==> src/rtl/fifo_uart_tx.sv <==
// Drain stage for fifo_queue: pops one word per frame and serialises it on tx
// as start bit, WIDTH data bits LSB first, optional even parity, then stop bit(s).
module fifo_uart_tx #(
    parameter int unsigned WIDTH        = 8,
    parameter int unsigned CLKS_PER_BIT = 16,
    parameter int unsigned PARITY_EN    = 0,
    parameter int unsigned STOP_BITS    = 1
) (
    input  logic             clk,
    input  logic             rst_n,
    input  logic             en,
    input  logic             fifo_empty,
    input  logic [WIDTH-1:0] fifo_data,
    output logic             fifo_deq,
    output logic             tx,
    output logic             busy,
    output logic             tx_done
);

    localparam int unsigned TW = (CLKS_PER_BIT > 1) ? $clog2(CLKS_PER_BIT) : 1;
    localparam int unsigned BW = $clog2(WIDTH) + 1;

    typedef enum logic [2:0] {
        IDLE   = 3'd0,
        FETCH  = 3'd1,
        LOAD   = 3'd2,
        START  = 3'd3,
        DATA   = 3'd4,
        PARITY = 3'd5,
        STOP   = 3'd6
    } state_t;

    state_t           state;
    logic [TW-1:0]    timer;
    logic [BW-1:0]    bit_idx;
    logic             stop_cnt;
    logic [WIDTH-1:0] shreg;
    logic             par;

    logic bit_end;
    logic last_stop;
    logic go;

    assign bit_end   = (timer == TW'(CLKS_PER_BIT - 1));
    assign last_stop = (state == STOP) && bit_end && (stop_cnt == 1'(STOP_BITS - 1));
    assign go        = en && !fifo_empty;

    // Status outputs decode directly from registered state so they clear with reset.
    assign fifo_deq = (state == FETCH);
    assign busy     = (state != IDLE);
    assign tx_done  = last_stop;

    always_ff @(posedge clk or negedge rst_n) begin
        if (!rst_n) begin
            state    <= IDLE;
            timer    <= '0;
            bit_idx  <= '0;
            stop_cnt <= 1'b0;
            shreg    <= '0;
            par      <= 1'b0;
            tx       <= 1'b1;
        end else begin
            // Bit timer only runs while a bit is on the line.
            if (state == START || state == DATA || state == PARITY || state == STOP) begin
                timer <= bit_end ? '0 : timer + TW'(1);
            end else begin
                timer <= '0;
            end

            case (state)
                IDLE: begin
                    tx <= 1'b1;
                    if (go) state <= FETCH;
                end
                FETCH: begin
                    state <= LOAD;
                end
                LOAD: begin
                    // FIFO read data is valid one cycle after the pop.
                    shreg <= fifo_data;
                    par   <= ^fifo_data;
                    tx    <= 1'b0;
                    state <= START;
                end
                START: begin
                    if (bit_end) begin
                        tx      <= shreg[0];
                        shreg   <= shreg >> 1;
                        bit_idx <= '0;
                        state   <= DATA;
                    end
                end
                DATA: begin
                    if (bit_end) begin
                        if (bit_idx == BW'(WIDTH - 1)) begin
                            if (PARITY_EN != 0) begin
                                tx    <= par;
                                state <= PARITY;
                            end else begin
                                tx       <= 1'b1;
                                stop_cnt <= 1'b0;
                                state    <= STOP;
                            end
                        end else begin
                            bit_idx <= bit_idx + BW'(1);
                            tx      <= shreg[0];
                            shreg   <= shreg >> 1;
                        end
                    end
                end
                PARITY: begin
                    if (bit_end) begin
                        tx       <= 1'b1;
                        stop_cnt <= 1'b0;
                        state    <= STOP;
                    end
                end
                STOP: begin
                    if (bit_end) begin
                        if (last_stop) begin
                            state <= go ? FETCH : IDLE;
                        end else begin
                            stop_cnt <= 1'b1;
                        end
                    end
                end
                default: begin
                    tx    <= 1'b1;
                    state <= IDLE;
                end
            endcase
        end
    end

endmodule

==> config.mk <==
export PLATFORM = sky130hd
export DESIGN_NAME = fifo_uart_tx
export DESIGN_NICKNAME = d
export VERILOG_FILES = /design/src/rtl/fifo_uart_tx.sv
export SDC_FILE = /design/constraint.sdc
export NUM_CORES = 1
export LEC_CHECK = 0
export CAP_MARGIN = 20
export CORE_ASPECT_RATIO = 1.25
export CORE_MARGIN = 10
export CORE_UTILIZATION = 51
export DETAILED_ROUTE_END_ITERATION = 10
export PLACE_DENSITY_LB_ADDON = 0.12
export SLEW_MARGIN = 40
export SYNTH_ARGS = -nofsm -noshare
export SYNTH_HDL_FRONTEND = slang
export SYNTH_SLANG_ARGS = --single-unit
export TNS_END_PERCENT = 1
==> constraint.sdc <==
create_clock -name clk -period 3.1 [get_ports clk]
set_input_delay 0.775 -clock clk [delete_from_list [all_inputs] [get_ports clk]]
set_output_delay 0.775 -clock clk [all_outputs]
set_load 0.02 [all_outputs]
After elaboration in Yosys (flattened, before gate mapping)
Cells that the tools add are included.

Flip-flop bits (word level): 21. Bits of input ports: 12. Output and inout port bits: 4.

Add/subtract/negate cells: 2. Equal/unequal tests: 17. Multiplexer cells: 30. Bitwise gates (word level): 2. Reduce and logical (&&, ||, !) cells: 18.

Operator list (number): $mux W8 (3); $pmux W8 S3 (1); $mux W3 (7); $pmux W3 S7 (1); $mux W4 (5); $ne A2 B2 Y1 const B (8); $reduce_and A4 Y1 (3); $mux W1 (10); $eq A3 B3 Y1 const B (3); $reduce_bool A3 Y1 (3); $add A4 B1 Y4 const B (2); $pmux W4 S2 (1); $reduce_and A7 Y1 (1); $eq A3 B2 Y1 const B (2); $reduce_and A6 Y1 (1); $pmux W1 S5 (1); $eq A4 B3 Y1 const B (1); $eq A4 B4 Y1 const B (1); $eq A3 B1 Y1 const B (1); $logic_and A1 B1 Y1 (3); $logic_not A3 Y1 (1); $logic_or A1 B1 Y1 (3); $pmux W1 S3 (1); $ne A2 B1 Y1 const B (1); 4 further kinds (5).

Depth between registers and ports, before layout
Gate-level depths: netlist (run 1).

Word-level depth: 6. Mapped depth: 6. Mapped depth without buffers: 5.

Least setup slack after synthesis (run 1)
OpenSTA, ideal clock, no wires.

Kind: register to output. Start: reg timer[0]. End: out tx_done. Arrival: 1.419 ns. Slack: 0.906 ns. Stages on the path, launching flop included: 5. Path through: dfrtp_1 > ha_1 > and4b_1 > nand2_1 > nor3b_1.

Longest elaborated chain between the ends: 3.

RTL lines: start, declared (line 34) `logic [TW-1:0] timer;`; start signal, assigned (line 65) `timer <= bit_end ? '0 : timer + TW'(1);`; $eq A4 B4 Y1 (line 44) `assign bit_end = (timer == TW'(CLKS_PER_BIT - 1));`; $logic_and A1 B1 Y1 (2 in series) (line 45) `assign last_stop = (state == STOP) && bit_end && (stop_cnt == 1'(STOP_BITS - 1));`; end, declared (line 17) `output logic tx_done`.

No other way between the ends.

Final worst setup path (run 1)
Ends and elaborated chain as after synthesis.

==> results of run 1 <==
==> repair_timing <==
item	4_1_cts	5_1_grt
hold buffers	0	0
setup endpoints to repair	0	1
resized for setup	0	1
==> state kept, by name, summed over array words and instances, names as in the netlist <==
register and count:
state 3, stop_cnt 1, tx 1, bit_idx 4
shreg 8, timer 4
==> cells by family (layout without fill, tap and decap cells) <==
family	after synthesis	count (layout)	share of synthesized area
AO/OA/AOI/OAI	39	39	0.200
XOR/XNOR	2	2	0.0131
adder cells (fa/ha/maj)	2	2	0.0187
buffers and inverters	22	35	0.0768
flip-flops	21	21	0.395
multiplexers	10	10	0.0759
AND/OR/NAND/NOR	51	51	0.221
==> path summary, 6_finish.rpt <==
path                               start        to  depth (start not counted)
worst min register to register  stop_cnt  stop_cnt                          1
worst min-delay path            stop_cnt  stop_cnt                          1
worst max register to register  state[2]  shreg[5]                          5
max in group asynchronous          rst_n        tx                          2
min in group asynchronous          rst_n  shreg[4]                          2
worst max-delay path            timer[0]   tx_done                          5
==> power by group through the flow <==
| stage | clock (uW) | combinational (uW) | sequential (uW) |
|---|---|---|---|
| after floorplan | 0 | 9.65 | 288 |
| after global placement | 0 | 33.7 | 288 |
| after detailed placement | 0 | 34.8 | 288 |
| after CTS | 137 | 35.0 | 283 |
| after global routing | 145 | 38.0 | 284 |
| final | 132 | 34.3 | 283 |
==> cells in the final DEF (no fill, tap or decap), types with 2 or more instances in the layout <==
| cell type | Yosys | routed |
|---|---|---|
| inv_1 | 12 | 12 |
| buf_4 | 0 | 4 |
| nor3_1 | 2 | 2 |
| nor2b_1 | 6 | 6 |
| mux2i_1 | 9 | 9 |
| nor2_1 | 12 | 12 |
| clkbuf_4 | 0 | 3 |
| dfrtp_1 | 20 | 20 |
| clkdlybuf4s50_1 | 0 | 14 |
| o211ai_1 | 2 | 2 |
| ha_1 | 2 | 2 |
| nand3_1 | 3 | 3 |
| o21ai_0 | 13 | 13 |
| nand2_1 | 9 | 9 |
| nor3b_1 | 9 | 9 |
| a21oi_1 | 7 | 7 |
| o221ai_1 | 7 | 7 |
==> critical path, cell delays in order, from the launching register on <==
cell,delay [ps]
dfrtp_1,410
ha_1,260
and4b_1,270
nand2_1,90
nor3b_1,200
dlymetal6s2s_1,260
==> synth_stat cells, drive strengths merged, types with 3 or more instances <==
| master | number |
|---|---|
| clkbuf | 4 |
| nor3b | 10 |
| buf | 6 |
| mux2i | 9 |
| o221ai | 7 |
| nand3 | 3 |
| o21ai | 14 |
| nor2 | 12 |
| inv | 12 |
| dfrtp | 20 |
| nand2 | 9 |
| a21oi | 7 |
| nor2b | 6 |
==> per-layer routing <==
| metal | vias up | track usage |
|---|---|---|
| met1 | 539 | 0.156 |
| met2 | 31 | 0.191 |
| met3 | 2 | 0.0291 |
| met4 | 0 | 0.0386 |
| li1 | 552 | - |
| met5 | - | 0 |
==> cell type report <==
class | instances | area, um^2
well taps | 33 | 41.3
repair buffers | 19 | 183
clock inverters | 1 | 5.00
inverters | 12 | 45.0
clock buffers | 3 | 22.5
fillers | 202 | 948
multi-input cells | 104 | 706
flip-flops and latches | 21 | 527
==> per-stage QoR <==
step,cells,setup slack (ps),util
floorplan,147,906,-
global placement,189,545,0.605
detailed placement,189,494,0.605
CTS,193,117,0.616
global route,193,381,0.617
finish,193,541,0.617
==> out/results.txt, run 1 <==
The starting density of the core was 0.539. Setup repair after global routing left no endpoint under its margin. The share of the clock period used by the worst path is 0.825, and the area share of the largest cell type after synthesis is 0.375. For this design the static power due to leakage is 0.000703 uW. The tools report the pin count of the biggest net entering global routing as 26. The logs give 5.19 mm for the global-route wire length before repair and 1530 um^2 for the total non-filler cell area in the finished layout.

The cell count after synthesis came out at 147. Setup violations remaining at the end of the flow were counted as 0. The largest fanout of any net on the critical path is 5.

The run finished with clean final reports. Counting every sink on the clock net gives 21. The async set or reset register ratio after synthesis is 1.00.

Based on the critical path, the design can be clocked at up to 391 MHz. After legalization and detailed placement, the total HPWL measured 2.13 mm. During synthesis, Yosys emitted a total of 0 warnings. For this block, the via count after detailed routing is 1124.

The number of nets in the final layout came out at 175. The total of max-cap violations was 0. The internal power contribution is 347 uW, and the total routing usage reported by global routing is 0.121. For this design the top-level I/O count stands at 16. The floorplan die height is 77.2 um, and the number of enable flip-flop cells after synthesis is 0. The run gives 0.294 as the fraction of power consumed by the clock network. Setup slack on the worst reg-to-reg path comes out at 800 ps.

Once placement finished, the instance area stood at 1500 um^2. IR analysis of the VDD net gives a maximum drop of 0.000191 V. TritonCTS built the clock tree. At the worst endpoint, the arrival time is 1780 ps.

The tools report the post-CTS setup-driven buffer insertion count as 0. The power share of the combinational group is 0.076, and the number of pins exceeding their max-slew limit in the final report is 0. The most common flop cell mapped by yosys is dfrtp_1. The average detailed-routed wire length per instance is 15.2 um, and the via-per-instance ratio is 5.82. The number of H-tree levels is 1. At the end of routability-driven placement, the weighted congestion stood at 0.775. The proportion of layout cells with a drive suffix above 1 is 0.0813, and the amount of wire on met2 after detailed routing is 1.41 mm. For the number of distinct standard cells referenced by the synthesized netlist, the log shows 41. Detailed routing placed a total of 176 um of wire on met3. A synthesized cell averages 9.08 um^2. The synthesized net count was 161; the wire length reported by the detailed router was 2.93 mm. STA puts the critical path data required time at 2320 ps. Signal routing reaches up to met4. The final number of hold-violating endpoints came out at 0. The number of antenna violations at the first check in global routing was 0; the sequential fraction of design power was 0.630.

The worst setup path is launched from a flip-flop. In the routed design, unresolved DRC markers number 0. Power spread over the standard cell area amounts to 294 nW/um^2. The logs give 1.33 mm for the met1 layer wirelength in the final routing and 0 for the post-detailed-route count of antenna-violating nets.

Minimum period implied by the final worst setup slack: 2560 ps. Clock-pin slew was measured on the worst setup and hold paths at 120 ps. The tools report the final hold slack as 514 ps.

The die covers 5080 um^2. Overall power consumption after layout is estimated at 450 uW. The fraction of the yosys area taken by sequential cells was 0.395; the total core area was 2480 um^2. Proportion of total power due to net switching: 0.228. The layout-stage area growth over the synthesis result came out at 14.5%.

Number of port buffers: 15. Summed over all instances, the cell type with the most area after synthesis is dfrtp_1. Path type of the worst setup path: flip-flop to primary output. The tools report the buffer depth of the longest clock path as 2. For the relative slew slack, the log shows 0.683.

STA classifies the critical path endpoint as a primary output. After the first detailed-routing iteration, the DRC count stood at 32. In this run the horizontal extent of the chip is 65.8 um. The clock latency reported for the late side of the worst-skew pair is 300 ps. At the pin with the least slew margin, the transition time is 475 ps. For the final database, setup skew stands at 4.56 ps. The tree is rooted in a clkbuf_4. Setup total negative slack on the finished layout was measured at 0 ps. In the post-synthesis netlist, the biggest area contributors are dfrtp_1 (37%), mux2i_1 (6.7%), nor3b_1 (5.1%).

The run gives 0 as the overflow left after global routing. Synthesis inferred 21 register bits. The first detailed-routing pass took 4 iterations. Summing every instance area after synthesis gives 1340 um^2.

The worst min-delay path class was flip-flop to flip-flop. Net load switching power: 102 uW. The TritonCTS buffer count was 3. The number of antenna diodes in the final layout is 0. For the via count of the first global-routing pass, the log shows 1129.

The floorplan row count was 20.
Power figures use the tool's default switching activity.
==> inputs of run 2 (changes only) <==
==> constraint.sdc (replaced) <==
create_clock -name clk -period 2.6 [get_ports clk]
set_input_delay 0.65 -clock clk [delete_from_list [all_inputs] [get_ports clk]]
set_output_delay 0.65 -clock clk [all_outputs]
set_load 0.02 [all_outputs]
==> run 2 against run 1 <==
Compared with the run above: combinational power is 19% higher; sequential power grew 19%; clock skew decreased by 2.6 ps; non-clock buffer count grew 2; critical path depth stayed put; cell count grew 1.0%; core utilization increased by 0.25 points; die area is the same; register-to-register slack worse by 160 ps; critical path type unchanged; largest power group unchanged; highest routed layer unchanged.
==> out/results.txt, run 2 (same netlist as run 1, synthesis figures left out) <==
The power per unit of standard cell area is 353 nW/um^2 (+20%). The final hold slack was 516 ps (+1.69 ps); the met2 routing resource usage after global routing was 0.203 (+0.0126). The clock transition at the registers of the reported paths came out at 120 ps (about the same). Leaving out fill and tap cells, the most frequent cells in the layout are dfrtp_1 (20), clkdlybuf4s50_1 (14), o21ai_0 (13), nor2_1 (12), inv_1 (12). The tools report the total of max-cap violations as 0 (unchanged).

The run gives 2.25 mm (+5.9%) as the estimated wirelength of the detail-placed design. The run finished with clean final reports. The pin slew with the least headroom to its limit is 469 ps (-6.61 ps). Initial detailed-routing violation count: 45 (+41%).

After global routing, the most crowded layer is met2. The flip-flop count of the largest register, all copies and words added works out to 8 (unchanged). The aggregate negative setup slack came out at 0 ps (unchanged).

For the wire length reported by the detailed router, the log shows 3.05 mm (+4.1%). Static timing analysis puts the maximum clock frequency at 418 MHz. For the count of placed standard cells including taps, the log shows 191 (+1.1%). The number of port buffers works out to 15 (unchanged).

The pin count of the biggest net entering global routing came out at 26 (unchanged). The required time of the critical path was 1950 ps (-370 ps). STA classifies the critical path endpoint as a primary output.

The proportion of layout cells with a drive suffix above 1 is 0.0926 (+0.0113), and the total core area is 2480 um^2 (unchanged). Number of endpoints failing setup at the final stage: 0 (unchanged). TritonCTS built the clock tree.

The floorplan die height works out to 77.2 um (unchanged). Largest fanout of any net on the critical path: 5 (unchanged). The tools report the instance area at placement as 1510 um^2 (+1.0%). The number of pins exceeding their max-slew limit in the final report is 0 (unchanged), and the number of H-tree levels is 1 (unchanged).

The count of hold-fix buffers inserted at cts was 0 (unchanged); the overflow left after global routing was 0 (unchanged). The floorplan die width works out to 65.8 um (unchanged). The worst min-delay path class is flip-flop to flip-flop. Relative slew slack: 0.687 (+0.00343). The most common cell after layout, fill and taps aside was dfrtp_1. Cell chosen for the clock root: clkbuf_4.

The share of the clock period used by the worst path works out to 0.919. The final RePlAce weighted congestion was 0.819 (+5.7%). The run gives 541 uW (+20%) as the overall power after layout. Setup repair after global routing left no endpoint under its margin. Clock sink total: 21 (unchanged).

Starting density of the core: 0.539 (unchanged). Number of DRC violations after detailed routing: 0 (unchanged). The tools report the buffer depth of the longest clock path as 2 (unchanged). The critical path in this run is classified as flip-flop to primary output.

The logs give 177 (+1.1%) for the number of nets in the final layout and 0.144 (-0.0116) for the met1 track demand over resource. For the total routing usage reported by global routing, the log shows 0.126 (+0.00474). The logs give 3 (unchanged) for the TritonCTS buffer count and 0.000692 uW (-1.5%) for the total leakage power. The total via count in the routed design was 1156 (+2.8%); the arrival time at the worst endpoint was 1740 ps (-40 ps). The via-per-instance ratio was 5.93 (+1.8%). For the number of primary I/O pins, the log shows 16 (unchanged).

The post-detailed-route count of antenna-violating nets was 0 (unchanged). The average detailed-routed wire length per instance came out at 15.6 um (+3.0%). The final number of hold-violating endpoints is 0 (unchanged), and the minimum period implied by the final worst setup slack is 2390 ps. Floorplan row count: 20 (unchanged). The layout-stage area growth over the synthesis result works out to 15.0%.

The total non-filler cell area in the finished layout was 1540 um^2 (+0.41%); the global-route wire length before repair was 5.25 mm (+1.2%). The clock latency reported for the late side of the worst-skew pair is 310 ps (about the same). The logs give 1.95 ps (-2.62 ps) for the largest clock skew in the final design and 214 (+5.9%) for the count of fill cells added during filler insertion. The register with the most flip-flops in the final layout is shreg.

The count of inserted antenna diode cells came out at 0 (unchanged). The final standard cell count with taps included and fillers excluded was 195 (+1.0%). The peak supply drop was 0.000244 V (+28%). The die outline area came out at 5080 um^2 (unchanged). The largest registers in the layout are shreg: 8 flops, bit_idx: 4 flops, timer: 4 flops.

For the number of antenna violations at the first check in global routing, the log shows 0 (unchanged). The global-route met3 utilization came out at 0.0349 (+0.00581). The critical path launch point type was a flip-flop. The tools report the number of iterations in the first detailed-routing pass as 4 (unchanged). Post-CTS setup-driven buffer insertion count: 0 (unchanged). For the via count of the first global-routing pass, the log shows 1167 (+3.4%).
## run 2: cell types whose count changed in the layout (fill, tap and decap cells not counted), sizes merged
cell / delta
buf: +2
clkbuf: +2
clkinv: -1
dlymetal6s2s: -1
## run 2: through the flow
step | util | setup WS [ps]
finish | 0.620 | 210
global route | 0.620 | 43.6
CTS | 0.621 | 34.7
detailed placement | 0.611 | 120
global placement | 0.611 | 172
floorplan | - | 531
## run 2: per-layer routing
metal / wire length (um) / share of wire / vias to the layer above
met3: 166 / 0.054 / 7
met1: 1290 / 0.42 / 555
met5: 0 / 0 / -
met2: 1520 / 0.50 / 32
li1: - / - / 562
met4: 73 / 0.024 / 0
## run 2: worst paths after layout
check	startpoint	endpoint	slack (ps)	depth (start not counted)
setup / recovery	timer[0]	tx_done	210	5
hold / removal	timer[0]	timer[0]	520	1
setup reg to reg	state[1]	shreg[2]	640	5
hold reg to reg	timer[0]	timer[0]	520	1
max in group asynchronous	rst_n	timer[0]	1420	2
min in group asynchronous	rst_n	bit_idx[3]	640	1
## run 2: report_power, final
group          switching [uW]  internal (uW)  leakage [uW]
Sequential               4.89            333      0.000248
Clock                     103           60.0     0.0000150
Combinational            16.8           24.0      0.000429
Total                     125            417      0.000692
## run 2: final cells by class
| type | instances | area [um^2] | area share |
|---|---|---|---|
| multi-input cells | 104 | 706 | 0.460 |
| clock buffers | 4 | 26.3 | 0.0171 |
| flip-flops and latches | 21 | 527 | 0.343 |
| repair buffers | 21 | 190 | 0.124 |
| inverters | 12 | 45.0 | 0.0293 |
| well taps | 33 | 41.3 | 0.0269 |
## run 2: what timing repair did
item	4_1_cts	5_1_grt
pin swaps	0	0
setup endpoints to repair	1	1
resized for setup	1	3
## run 2: worst max-delay path, cell delays in order (launching register included)
cell      delay (ps)
dfrtp_1          410
ha_1             260
and4b_1          280
nand2_1           90
nor3b_1          180
clkbuf_2         200
